$ cat src/rtl/game_logic_if.sv
// Signal bundle between the tube generator/bird source and the game-state controller.
interface game_logic_if;
  logic             start;
  logic [10:0]      bird_y;
  logic [2:0][10:0] tube_x;
  logic [2:0][10:0] gap_y;
  logic             game_rst;
  logic             playing;
  logic             game_over;
  logic             collision;
  logic [15:0]      score_bcd;
  logic [15:0]      best_bcd;

  modport master (
    output start, bird_y, tube_x, gap_y,
    input  game_rst, playing, game_over, collision, score_bcd, best_bcd
  );

  modport slave (
    input  start, bird_y, tube_x, gap_y,
    output game_rst, playing, game_over, collision, score_bcd, best_bcd
  );
endinterface

$ cat src/rtl/game_logic.sv
// Game-state controller: tube/ground collision detection, BCD scoring with best score,
// and the IDLE/PLAY/DEAD sequencer that drives the tube generator's game_rst.
module game_logic #(
  parameter int SCREEN_WIDTH  = 1024,
  parameter int SCREEN_HEIGHT = 768,
  parameter int TUBE_WIDTH    = 120,
  parameter int GAP_HEIGHT    = 250,
  parameter int BIRD_X        = 200,
  parameter int BIRD_SIZE     = 40,
  parameter int DEAD_HOLD     = 65_000_000
) (
  input  logic         clk,
  input  logic         rst_n,
  game_logic_if.slave  bus
);

  localparam logic signed [11:0] BIRD_L     = 12'(BIRD_X);
  localparam logic signed [11:0] BIRD_R     = 12'(BIRD_X + BIRD_SIZE);
  localparam logic signed [11:0] SCR_W      = 12'(SCREEN_WIDTH);
  localparam logic signed [11:0] TUBE_W     = 12'(TUBE_WIDTH);
  localparam logic        [11:0] BIRD_SZ    = 12'(BIRD_SIZE);
  localparam logic        [11:0] GAP_H      = 12'(GAP_HEIGHT);
  localparam logic        [11:0] GROUND_ROW = 12'(SCREEN_HEIGHT);
  localparam logic        [10:0] BIRD_COL   = 11'(BIRD_X);
  localparam int                 HOLD_W     = $clog2(DEAD_HOLD + 1);
  localparam logic [HOLD_W-1:0]  HOLD_INIT  = HOLD_W'(DEAD_HOLD - 1);

  typedef enum logic [1:0] {IDLE, PLAY, DEAD} state_t;

  state_t              state;
  logic                start_d;
  logic                start_rise;
  logic signed [11:0]  right [3];
  logic signed [11:0]  left  [3];
  logic [11:0]         bird_bot;
  logic [2:0]          hit;
  logic [2:0]          pass;
  logic                ground;
  logic [2:0]          hit_q;
  logic [2:0]          pass_q;
  logic                ground_q;
  logic [2:0]          scored;
  logic                any_hit;
  logic [1:0]          npass;
  logic [15:0]         score;
  logic [15:0]         score_next;
  logic [15:0]         best;
  logic [HOLD_W-1:0]   hold;
  logic                game_rst_q;
  logic                playing_q;
  logic                game_over_q;
  logic                collision_q;

  // Digit-serial BCD add of a small increment; a carry out of the top digit saturates.
  function automatic logic [15:0] bcd_add_sat(input logic [15:0] v, input logic [1:0] n);
    logic [15:0] r;
    logic [4:0]  inc;
    logic [4:0]  d;
    r   = v;
    inc = 5'(n);
    for (int k = 0; k < 4; k++) begin
      d = {1'b0, v[4*k +: 4]} + inc;
      if (d > 5'd9) begin
        r[4*k +: 4] = 4'(d - 5'd10);
        inc         = 5'd1;
      end else begin
        r[4*k +: 4] = d[3:0];
        inc         = 5'd0;
      end
    end
    return (inc != 5'd0) ? 16'h9999 : r;
  endfunction

  assign start_rise = bus.start & ~start_d;

  // Left edges go negative near the screen edge, hence the signed 12-bit compare.
  always_comb begin
    bird_bot = {1'b0, bus.bird_y} + BIRD_SZ;
    ground   = (bird_bot >= GROUND_ROW);
    hit      = '0;
    pass     = '0;
    for (int i = 0; i < 3; i++) begin
      right[i] = signed'({1'b0, bus.tube_x[i]});
      left[i]  = right[i] - TUBE_W;
      hit[i]   = (BIRD_L < right[i]) && (BIRD_R > left[i]) && (left[i] < SCR_W) &&
                 (({1'b0, bus.bird_y} < {1'b0, bus.gap_y[i]}) ||
                  (bird_bot > ({1'b0, bus.gap_y[i]} + GAP_H)));
      pass[i]  = (bus.tube_x[i] < BIRD_COL) && !scored[i];
    end
  end

  always_ff @(posedge clk or negedge rst_n) begin
    if (!rst_n) begin
      start_d  <= 1'b0;
      hit_q    <= '0;
      pass_q   <= '0;
      ground_q <= 1'b0;
      scored   <= '0;
    end else begin
      start_d  <= bus.start;
      hit_q    <= hit;
      pass_q   <= pass;
      ground_q <= ground;
      for (int i = 0; i < 3; i++) begin
        if (state == IDLE || bus.tube_x[i] >= BIRD_COL)
          scored[i] <= 1'b0;
        else if (pass[i])
          scored[i] <= 1'b1;
      end
    end
  end

  assign any_hit    = (|hit_q) | ground_q;
  assign npass      = {1'b0, pass_q[0]} + {1'b0, pass_q[1]} + {1'b0, pass_q[2]};
  assign score_next = bcd_add_sat(score, npass);

  // The final pass of a game is counted before DEAD, so best compares against score_next.
  always_ff @(posedge clk or negedge rst_n) begin
    if (!rst_n) begin
      state       <= IDLE;
      game_rst_q  <= 1'b1;
      playing_q   <= 1'b0;
      game_over_q <= 1'b0;
      collision_q <= 1'b0;
      score       <= '0;
      best        <= '0;
      hold        <= '0;
    end else begin
      collision_q <= 1'b0;
      case (state)
        IDLE: begin
          score <= '0;
          if (start_rise) begin
            state      <= PLAY;
            game_rst_q <= 1'b0;
            playing_q  <= 1'b1;
          end
        end
        PLAY: begin
          score <= score_next;
          if (any_hit) begin
            state       <= DEAD;
            playing_q   <= 1'b0;
            game_over_q <= 1'b1;
            collision_q <= 1'b1;
            hold        <= HOLD_INIT;
            if (score_next > best)
              best <= score_next;
          end
        end
        DEAD: begin
          if (hold != '0)
            hold <= hold - 1'b1;
          else if (start_rise) begin
            state       <= IDLE;
            game_over_q <= 1'b0;
            game_rst_q  <= 1'b1;
            score       <= '0;
          end
        end
        default: begin
          state       <= IDLE;
          game_rst_q  <= 1'b1;
          playing_q   <= 1'b0;
          game_over_q <= 1'b0;
        end
      endcase
    end
  end

  assign bus.game_rst  = game_rst_q;
  assign bus.playing   = playing_q;
  assign bus.game_over = game_over_q;
  assign bus.collision = collision_q;
  assign bus.score_bcd = score;
  assign bus.best_bcd  = best;

endmodule

$ cat src/flat_wrapper.sv
// flat-port wrapper written by rule: the top's interface ports become plain ports
module game_logic_flat 
#(
  parameter int SCREEN_WIDTH  = 1024,
  parameter int SCREEN_HEIGHT = 768,
  parameter int TUBE_WIDTH    = 120,
  parameter int GAP_HEIGHT    = 250,
  parameter int BIRD_X        = 200,
  parameter int BIRD_SIZE     = 40,
  parameter int DEAD_HOLD     = 65_000_000
)
  (clk, rst_n, bus_start, bus_bird_y, bus_tube_x, bus_gap_y, bus_game_rst, bus_playing, bus_game_over, bus_collision, bus_score_bcd, bus_best_bcd);
  game_logic_if bus_i ();
  input  logic clk;
  input  logic rst_n;
  input wire logic [$bits(bus_i.start)-1:0] bus_start;
  input wire logic [$bits(bus_i.bird_y)-1:0] bus_bird_y;
  input wire logic [$bits(bus_i.tube_x)-1:0] bus_tube_x;
  input wire logic [$bits(bus_i.gap_y)-1:0] bus_gap_y;
  output wire logic [$bits(bus_i.game_rst)-1:0] bus_game_rst;
  output wire logic [$bits(bus_i.playing)-1:0] bus_playing;
  output wire logic [$bits(bus_i.game_over)-1:0] bus_game_over;
  output wire logic [$bits(bus_i.collision)-1:0] bus_collision;
  output wire logic [$bits(bus_i.score_bcd)-1:0] bus_score_bcd;
  output wire logic [$bits(bus_i.best_bcd)-1:0] bus_best_bcd;
  assign bus_i.start = bus_start;
  assign bus_i.bird_y = bus_bird_y;
  assign bus_i.tube_x = bus_tube_x;
  assign bus_i.gap_y = bus_gap_y;
  assign bus_game_rst = bus_i.game_rst;
  assign bus_playing = bus_i.playing;
  assign bus_game_over = bus_i.game_over;
  assign bus_collision = bus_i.collision;
  assign bus_score_bcd = bus_i.score_bcd;
  assign bus_best_bcd = bus_i.best_bcd;
  game_logic #(.SCREEN_WIDTH(SCREEN_WIDTH), .SCREEN_HEIGHT(SCREEN_HEIGHT), .TUBE_WIDTH(TUBE_WIDTH), .GAP_HEIGHT(GAP_HEIGHT), .BIRD_X(BIRD_X), .BIRD_SIZE(BIRD_SIZE), .DEAD_HOLD(DEAD_HOLD)) u_core (.clk(clk), .rst_n(rst_n), .bus(bus_i));
endmodule
$ cat config.mk
export PLATFORM = sky130hd
export DESIGN_NAME = game_logic_flat
export DESIGN_NICKNAME = d
export VERILOG_FILES = /design/src/rtl/game_logic_if.sv /design/src/rtl/game_logic.sv /design/src/flat_wrapper.sv
export SDC_FILE = /design/constraint.sdc
export NUM_CORES = 1
export LEC_CHECK = 0
export BUFFER_PORTS_ARGS = -buffer_cell sky130_fd_sc_hd__clkbuf_2
export CAP_MARGIN = 10
export CORE_ASPECT_RATIO = 1.25
export CORE_MARGIN = 3
export CORE_UTILIZATION = 55
export DETAILED_ROUTE_END_ITERATION = 8
export GPL_TIMING_DRIVEN = 0
export PLACE_DENSITY = 0.78
export SLEW_MARGIN = 20
export SYNTH_ARGS = -nofsm -noshare
export SYNTH_HDL_FRONTEND = slang
export SYNTH_SLANG_ARGS = --single-unit
$ cat constraint.sdc
create_clock -name clk -period 16.6 [get_ports clk]
set_input_delay 3.32 -clock clk [delete_from_list [all_inputs] [get_ports clk]]
set_output_delay 3.32 -clock clk [all_outputs]
set_load 0.02 [all_outputs]
==> flow_metrics.tcl, run 1 <==
set metrics [dict create \
    ys_warn_count 0 \
    viasPerCell 5.96 \
    effective_utilization_at_floorplan_pct 57.1 \
    synth.ff_latch_count 75 \
    clock.fmax_mhz 114 \
    residual_overflow_from_global_routing 0 \
    synth_seq_area_share_pct 26.8 \
    final.period_utilization_pct 52.9 \
    most-common-layout-cells "114 x sky130_fd_sc_hd__clkbuf_2, 107 x sky130_fd_sc_hd__ha_1, 74 x sky130_fd_sc_hd__dfrtp_1" \
    boundaryPins 116 \
    cts-htree-levels 3 \
    syn-instance-count 799 \
    power_frac_clock_pct 30.5 \
    grt_pass1_wl_um 29100 \
    port_buffers 115 \
    most_frequent_cell_on_critical_path "sky130_fd_sc_hd__ha_1" \
    gr-usage-met1_pct 30.5 \
    grt_util_all_layers_pct 24.9 \
    leakage_nw 3.82 \
    report.final.slew_viol_count 0 \
    routed_wirelength_um 17200 \
    worst_skew_pair_later_pin_latency_ps 340 \
    whs_ps 399 \
    synth.lib_cells_used.distinct 76 \
    syn-num-nets 988 \
    layout_commonest_cell "sky130_fd_sc_hd__clkbuf_2" \
    worst-slew-pin-transition_ps 756 \
    ys.flop_type "sky130_fd_sc_hd__dfrtp_1" \
    initialDrtViolationCount 399 \
    antenna_diode_count 0 \
    gpl.final_weighted_congestion 0.914 \
    route.detailed.drc 0 \
    cell_internal_pwr_mw 0.412 \
    first_global_vias 6223 \
    cts_tree "built" \
    synth_enable_flop_cells 0 \
    timing.clock.skew_ps 6.92 \
    avgRoutedWirePerCell_um 15.7 \
    worst-endpoint-required_ps 16820 \
    placementRows 45 \
    die_x_um 107 \
    top_usage_layer "met2" \
    maxCapViolCount 0 \
    min_period_ps 8790 \
    ant_nets 0 \
    drive_gt1_share_pct 17.8 \
    hold_violations 0 \
    fin_nets 1115 \
    critical_path_class "register to register" \
    power.switching_mw 0.227 \
    synth_async_sr_flop_share_pct 100 \
    die_area_sq_um 14100 \
    ctsRootBufferMaster "sky130_fd_sc_hd__clkbuf_16" \
    power.sequential.fraction_pct 36.3 \
    numCtsBuffers 9 \
    design_area_sq_um 8100 \
    placedInstanceArea_sq_um 7810 \
    grt_max_degree 41 \
    irDropWorstVdd_mv 0.0611 \
    endpoint_kind "register" \
    grt_setup_unrepaired "false" \
    crit_path_start_kind "register" \
    critPathSlowestCell "sky130_fd_sc_hd__fa_1" \
    crit_path_max_incr_delay_ps 500 \
    cts-root-to-sink-buffers 2 \
    worst-endpoint-arrival_ps 9010 \
    netSwitchingFraction_pct 35.6 \
    path_type_of_the_worst_min_delay_path "register to register" \
    cts_setup_buffers 0 \
    layout-area-overhead-vs-synth_pct 15.7 \
    dp_hpwl_um 13800 \
    dr_pass1_iterations 7 \
    timing.final.setup_violations 0 \
    worst_setup_hold_path_clk_slew_ps 60 \
    cts_resized 0 \
    syn-mean-instance-area_sq_um 8.77 \
    comb_power_share_pct 33.3 \
    setup_total_negative_slack_ps 0 \
    cts_num_sinks 75 \
    number_of_antenna_violations_at_the_first_check_in_global_routing 0 \
    die_height_um 132 \
    finish.utilization_pct 66.0 \
    timing.slew.headroom_pct 49.2 \
    fillCellCount 1100 \
    pwr_density_nw_per_um2 78.9 \
    critical_path.max_fanout 10 \
    post_cts_hold_buffer_count 0 \
    design.core.area_sq_um 12300 \
    met3_usage_in_global_routing_pct 3.09 \
    num_vias 6524 \
    run_status "finished, final reports clean" \
    post_synth_instance_area_sq_um 7000 \
    grt_use_met2_pct 44.0 \
]
power groups by stage:
stage          Clock (mW)  Sequential (mW)  Combinational [mW]
6_report            0.195            0.232               0.213
5_1_grt             0.204            0.235               0.241
4_1_cts             0.197            0.231               0.214
3_5_place_dp            0            0.234               0.213
3_3_place_gp            0            0.233               0.206
2_1_floorplan           0            0.235               0.136
registers in the layout (all words and copies together), names as in the netlist:
name                  flops
u_core.hold              26
u_core.bus.collision      1
u_core.bus.game_over      1
u_core.bus.best_bcd      16
u_core.state              2
u_core.bus.game_rst       1
u_core.start_d            1
u_core.bus.score_bcd     16
u_core.hit_q              3
u_core.pass_q             3
u_core.bus.playing        1
u_core.ground_q           1
u_core.scored             3
cells in the mapped netlist, drive strengths merged, types with 13 or more instances:
cell type / n / area share [%]
dfrtp: 74 / 26
a21oi: 53 / 3.8
xnor2: 30 / 3.8
nor2: 49 / 2.6
nor4: 15 / 1.3
inv: 72 / 3.9
nand3: 22 / 1.6
nor3: 25 / 1.8
a31oi: 13 / 1.2
nand4: 20 / 1.8
nand2: 43 / 2.3
o21ai: 37 / 2.6
ha: 107 / 19
nand2b: 13 / 1.2
cell families (layout without fill, tap and decap cells):
group / after synthesis / in the layout / share of synthesized area [%]
and+or+nand+nor: 259 / 259 / 20.2
xor gates and xnor gates: 38 / 38 / 4.75
buffers and inverters: 89 / 221 / 4.98
adders and majority gates: 109 / 109 / 19.7
muxes: 19 / 19 / 2.93
DFF: 75 / 75 / 26.8
AOI/OAI and AO/OA: 210 / 210 / 20.6
worst paths after layout:
| path | cells past startpoint | to | slack (ps) | start |
|---|---|---|---|---|
| setup / recovery | 32 | u_core.bus.best_bcd[14]$_DFFE_PN0P_ | 7810 | u_core.bus.score_bcd[0]$_DFFE_PN0P_ |
| setup reg to reg | 32 | u_core.bus.best_bcd[14]$_DFFE_PN0P_ | 7810 | u_core.bus.score_bcd[0]$_DFFE_PN0P_ |
| min in group asynchronous | 1 | u_core.bus.score_bcd[8]$_DFFE_PN0P_ | 2970 | rst_n |
| max in group asynchronous | 2 | u_core.bus.game_rst$_DFFE_PN1P_ | 12970 | rst_n |
| hold reg to reg | 1 | u_core.pass_q[0]$_DFF_PN0_ | 400 | u_core.scored[0]$_DFFE_PN0P_ |
| hold / removal | 1 | u_core.pass_q[0]$_DFF_PN0_ | 400 | u_core.scored[0]$_DFFE_PN0P_ |
through the flow:
stage / worst slack, ps / instances / total power, mW
after floorplan: 9200 / 799 / 0.371
after global placement: 7980 / 1078 / 0.439
after detailed placement: 7910 / 1079 / 0.446
after CTS: 7840 / 1095 / 0.642
after global routing: 7120 / 1095 / 0.681
final: 7810 / 1095 / 0.639
worst max-delay path, delay by kind of cell, from the launching register on:
family | cells | cell delay (ps)
AND/OR/NAND/NOR | 8 | 1270
buffers and inverters | 4 | 1080
multiplexers | 1 | 340
AO/OA/AOI/OAI | 9 | 2340
flip-flops | 1 | 430
adder cells (fa/ha/maj) | 10 | 3190
per-layer routing:
| layer | share of wire [%] | wire (um) |
|---|---|---|
| met2 | 52 | 8930 |
| met5 | 0 | 0 |
| met3 | 3.6 | 622 |
| met1 | 41 | 7120 |
| met4 | 3.0 | 517 |
layout make-up:
class | instances | area, sq um | area share, %
Inverter | 72 | 270 | 3.34
Sequential cell | 75 | 1880 | 23.2
Multi-Input combinational cell | 635 | 4780 | 59.0
Clock buffer | 11 | 243 | 3.00
Tap cell | 164 | 205 | 2.53
Buffer | 17 | 78.8 | 0.973
Clock inverter | 5 | 52.6 | 0.649
Timing Repair Buffer | 116 | 598 | 7.38
(Power assumes the default switching activity.)
==> run 2, diff against run 1 <==
--- a/config.mk
+++ b/config.mk
@@ -5,6 +5,7 @@
 export SDC_FILE = /design/constraint.sdc
 export NUM_CORES = 1
 export LEC_CHECK = 0
+export ABC_AREA = 1
 export BUFFER_PORTS_ARGS = -buffer_cell sky130_fd_sc_hd__clkbuf_2
 export CAP_MARGIN = 10
 export CORE_ASPECT_RATIO = 1.25
==> constraint.sdc (replaced) <==
create_clock -name clk -period 8.4 [get_ports clk]
set_input_delay 1.68 -clock clk [delete_from_list [all_inputs] [get_ports clk]]
set_output_delay 1.68 -clock clk [all_outputs]
set_load 0.02 [all_outputs]
==> flow_metrics.tcl, run 2 <==
set metrics [dict create \
    antenna_diode_count 0 \
    comb_power_share_pct 33.5 \
    hold_violations 0 \
    syn-instance-count 1072 \
    design.core.area_sq_um 12800 \
    number_of_antenna_violations_at_the_first_check_in_global_routing 0 \
    worst_skew_pair_later_pin_latency_ps 340 \
    layout-area-overhead-vs-synth_pct 14.9 \
    report.final.slew_viol_count 0 \
    post_cts_hold_buffer_count 0 \
    pwr_density_nw_per_um2 160 \
    worst-endpoint-arrival_ps 7370 \
    maxCapViolCount 0 \
    clock.fmax_mhz 141 \
    min_from "u_core.scored[2]$_DFFE_PN0P_" \
    grt_setup_unrepaired "false" \
    post_synth_instance_area_sq_um 7310 \
    synth_enable_flop_cells 0 \
    hold_depth 1 \
    initialDrtViolationCount 308 \
    cell_internal_pwr_mw 0.819 \
    most-common-layout-cells "292 x sky130_fd_sc_hd__nand2_1, 129 x sky130_fd_sc_hd__inv_1, 129 x sky130_fd_sc_hd__nor2_1" \
    die_x_um 109 \
    num_vias 7185 \
    min_period_ps 7100 \
    timing.final.setup_violations 0 \
    cts_setup_buffers 0 \
    min_to "u_core.pass_q[2]$_DFF_PN0_" \
    route.detailed.drc 0 \
    crit_path_start_kind "register" \
    final.period_utilization_pct 84.5 \
    die_area_sq_um 14700 \
    boundaryPins 116 \
    placementRows 46 \
    power.switching_mw 0.524 \
    power_frac_clock_pct 27.7 \
    grt_max_degree 41 \
    worst-endpoint-required_ps 8670 \
    grt_pass1_wl_um 29100 \
    synth_async_sr_flop_share_pct 100 \
    endpoint_kind "register" \
    routed_wirelength_um 17300 \
    fin_nets 1388 \
    syn-mean-instance-area_sq_um 6.82 \
    cts_resized 0 \
    drive_gt1_share_pct 14.0 \
    leakage_nw 4.78 \
    path_type_of_the_worst_min_delay_path "register to register" \
    r2r_slack_ps 1300 \
    effective_utilization_at_floorplan_pct 56.9 \
    synth_seq_area_share_pct 25.7 \
    setup_total_negative_slack_ps 0 \
    cts-htree-levels 3 \
    synth_top_cells_by_area "sky130_fd_sc_hd__dfrtp_1 25%, sky130_fd_sc_hd__ha_1 18%, sky130_fd_sc_hd__nand2_1 15%" \
    numCtsBuffers 9 \
    critical_path.max_fanout 10 \
    dp_hpwl_um 14100 \
    r2r_start "u_core.bus.score_bcd[0]$_DFFE_PN0P_" \
    netSwitchingFraction_pct 39.0 \
    place.detailed.instances 1356 \
    cts-root-to-sink-buffers 2 \
    synth_area_leader_cell "sky130_fd_sc_hd__dfrtp_1" \
    yosysMostFrequentCell "sky130_fd_sc_hd__nand2_1" \
    ant_nets 0 \
    timing.slew.headroom_pct 59.2 \
    ys.flop_type "sky130_fd_sc_hd__dfrtp_1" \
    ctsRootBufferMaster "sky130_fd_sc_hd__clkbuf_16" \
    most_frequent_cell_on_critical_path "sky130_fd_sc_hd__nand2_1" \
    synth.lib_cells_used.distinct 39 \
    synth.ff_latch_count 75 \
    worst-slew-pin-transition_ps 604 \
    syn-num-nets 1261 \
    worst_setup_hold_path_clk_slew_ps 60 \
    run_status "finished, final reports clean" \
    regMostFlops "u_core.hold" \
    timing.reg2reg.worst_path_depth 40 \
    critPathSlowestCell "sky130_fd_sc_hd__fa_1" \
    avgRoutedWirePerCell_um 12.6 \
    critical_path_class "register to register" \
    power.sequential.fraction_pct 38.8 \
    final_cell_count_no_fill 1372 \
    fillCellCount 1227 \
    ys_warn_count 0 \
    irDropWorstVdd_mv 0.154 \
    gpl.final_weighted_congestion 0.939 \
    finish.utilization_pct 65.5 \
    cts_tree "built" \
    layout_commonest_cell "sky130_fd_sc_hd__nand2_1" \
    dr_pass1_iterations 4 \
    crit_path_max_incr_delay_ps 490 \
    residual_overflow_from_global_routing 0 \
    grt_util_all_layers_pct 24.3 \
    largest_register_ffs 26 \
    cts_num_sinks 75 \
    port_buffers 115 \
    timing.clock.skew_ps 12.8 \
    post-synth-top-area-fraction_pct 25.3 \
    first_global_vias 6748 \
    critical_register_to_register_path_endpoint "u_core.bus.best_bcd[3]$_DFFE_PN0P_" \
    synth.cells.most_frequent "292 x sky130_fd_sc_hd__nand2_1, 129 x sky130_fd_sc_hd__inv_1, 129 x sky130_fd_sc_hd__nor2_1, 107 x sky130_fd_sc_hd__ha_1, 88 x sky130_fd_sc_hd__nand3_1" \
    die_height_um 135 \
    viasPerCell 5.24 \
]
-- run 2: cell count changes after synthesis, moves of 15 or more --
cell	previous run	this run
sky130_fd_sc_hd__nor2_1	49	129
sky130_fd_sc_hd__nand2_1	42	292
sky130_fd_sc_hd__xor2_1	8	35
sky130_fd_sc_hd__xnor2_1	30	7
sky130_fd_sc_hd__nand3_1	22	88
sky130_fd_sc_hd__inv_1	72	129
sky130_fd_sc_hd__nor4_1	15	0
-- run 2: power groups by stage --
stage / Combinational, mW / Clock, mW / Sequential, mW
floorplan: 0.321 / 0 / 0.510
global placement: 0.431 / 0 / 0.524
detailed placement: 0.448 / 0 / 0.524
CTS: 0.451 / 0.378 / 0.520
global route: 0.522 / 0.395 / 0.533
finish: 0.449 / 0.372 / 0.521
-- run 2: how the worst max path moves through the flow --
stage / start / to / slack (ps)
after floorplan: u_core.bus.score_bcd[0]$_DFFE_PN0P_ / u_core.bus.best_bcd[0]$_DFFE_PN0P_ / 2250
after global placement: u_core.bus.score_bcd[0]$_DFFE_PN0P_ / u_core.bus.best_bcd[4]$_DFFE_PN0P_ / 1460
after detailed placement: u_core.bus.score_bcd[0]$_DFFE_PN0P_ / u_core.bus.best_bcd[7]$_DFFE_PN0P_ / 1410
after CTS: u_core.bus.score_bcd[0]$_DFFE_PN0P_ / u_core.bus.best_bcd[3]$_DFFE_PN0P_ / 1340
after global routing: u_core.bus.score_bcd[0]$_DFFE_PN0P_ / u_core.bus.best_bcd[13]$_DFFE_PN0P_ / 680
final: u_core.bus.score_bcd[0]$_DFFE_PN0P_ / u_core.bus.best_bcd[3]$_DFFE_PN0P_ / 1300
-- run 2: cell type report --
class	instances	area (sq um)	share of cell area [%]
buffer	14	77.6	0.923
clock inverter	7	58.8	0.700
multi-input combinational	849	4850	57.7
tap	168	210	2.50
sequential	75	1880	22.4
timing repair buffer	116	598	7.12
inverter	134	503	5.99
clock buffer	9	225	2.68
-- run 2: critical path, delay by kind of cell (launching register included) --
kind	cells	cell delay, ps
buf+inv	4	830
fa+ha+maj	10	2750
xor+xnor	1	150
simple gates	25	2850
flops	1	430
-- run 2: cell families (layout without fill, tap and decap cells) --
logic type | after synthesis | in the layout | share of synthesized area (%)
DFF | 75 | 75 | 25.7
xor gates and xnor gates | 42 | 42 | 5.03
buffers and inverters | 148 | 280 | 7.94
AOI/OAI and AO/OA | 122 | 122 | 9.01
and+or+nand+nor | 576 | 576 | 33.5
adders and majority gates | 109 | 109 | 18.9
-- run 2: layer usage --
metal / track usage, % / share of wire, % / wire length, um / vias up
met3: 4.26 / 3.9 / 675 / 32
met5: 0 / 0 / 0 / -
met2: 43.0 / 50 / 8640 / 136
met4: 9.12 / 2.8 / 486 / 0
met1: 28.9 / 43 / 7460 / 3266
li1: - / - / - / 3751
-- run 2: per-stage QoR --
step	power, mW	area, sq um	hold slack [ps]	setup WS [ps]
finish	1.34	8400	393	1300
global route	1.45	8400	414	684
CTS	1.35	8400	398	1340
detailed placement	0.972	8120	390	1410
global placement	0.956	8090	384	1460
floorplan	0.831	7310	378	2250
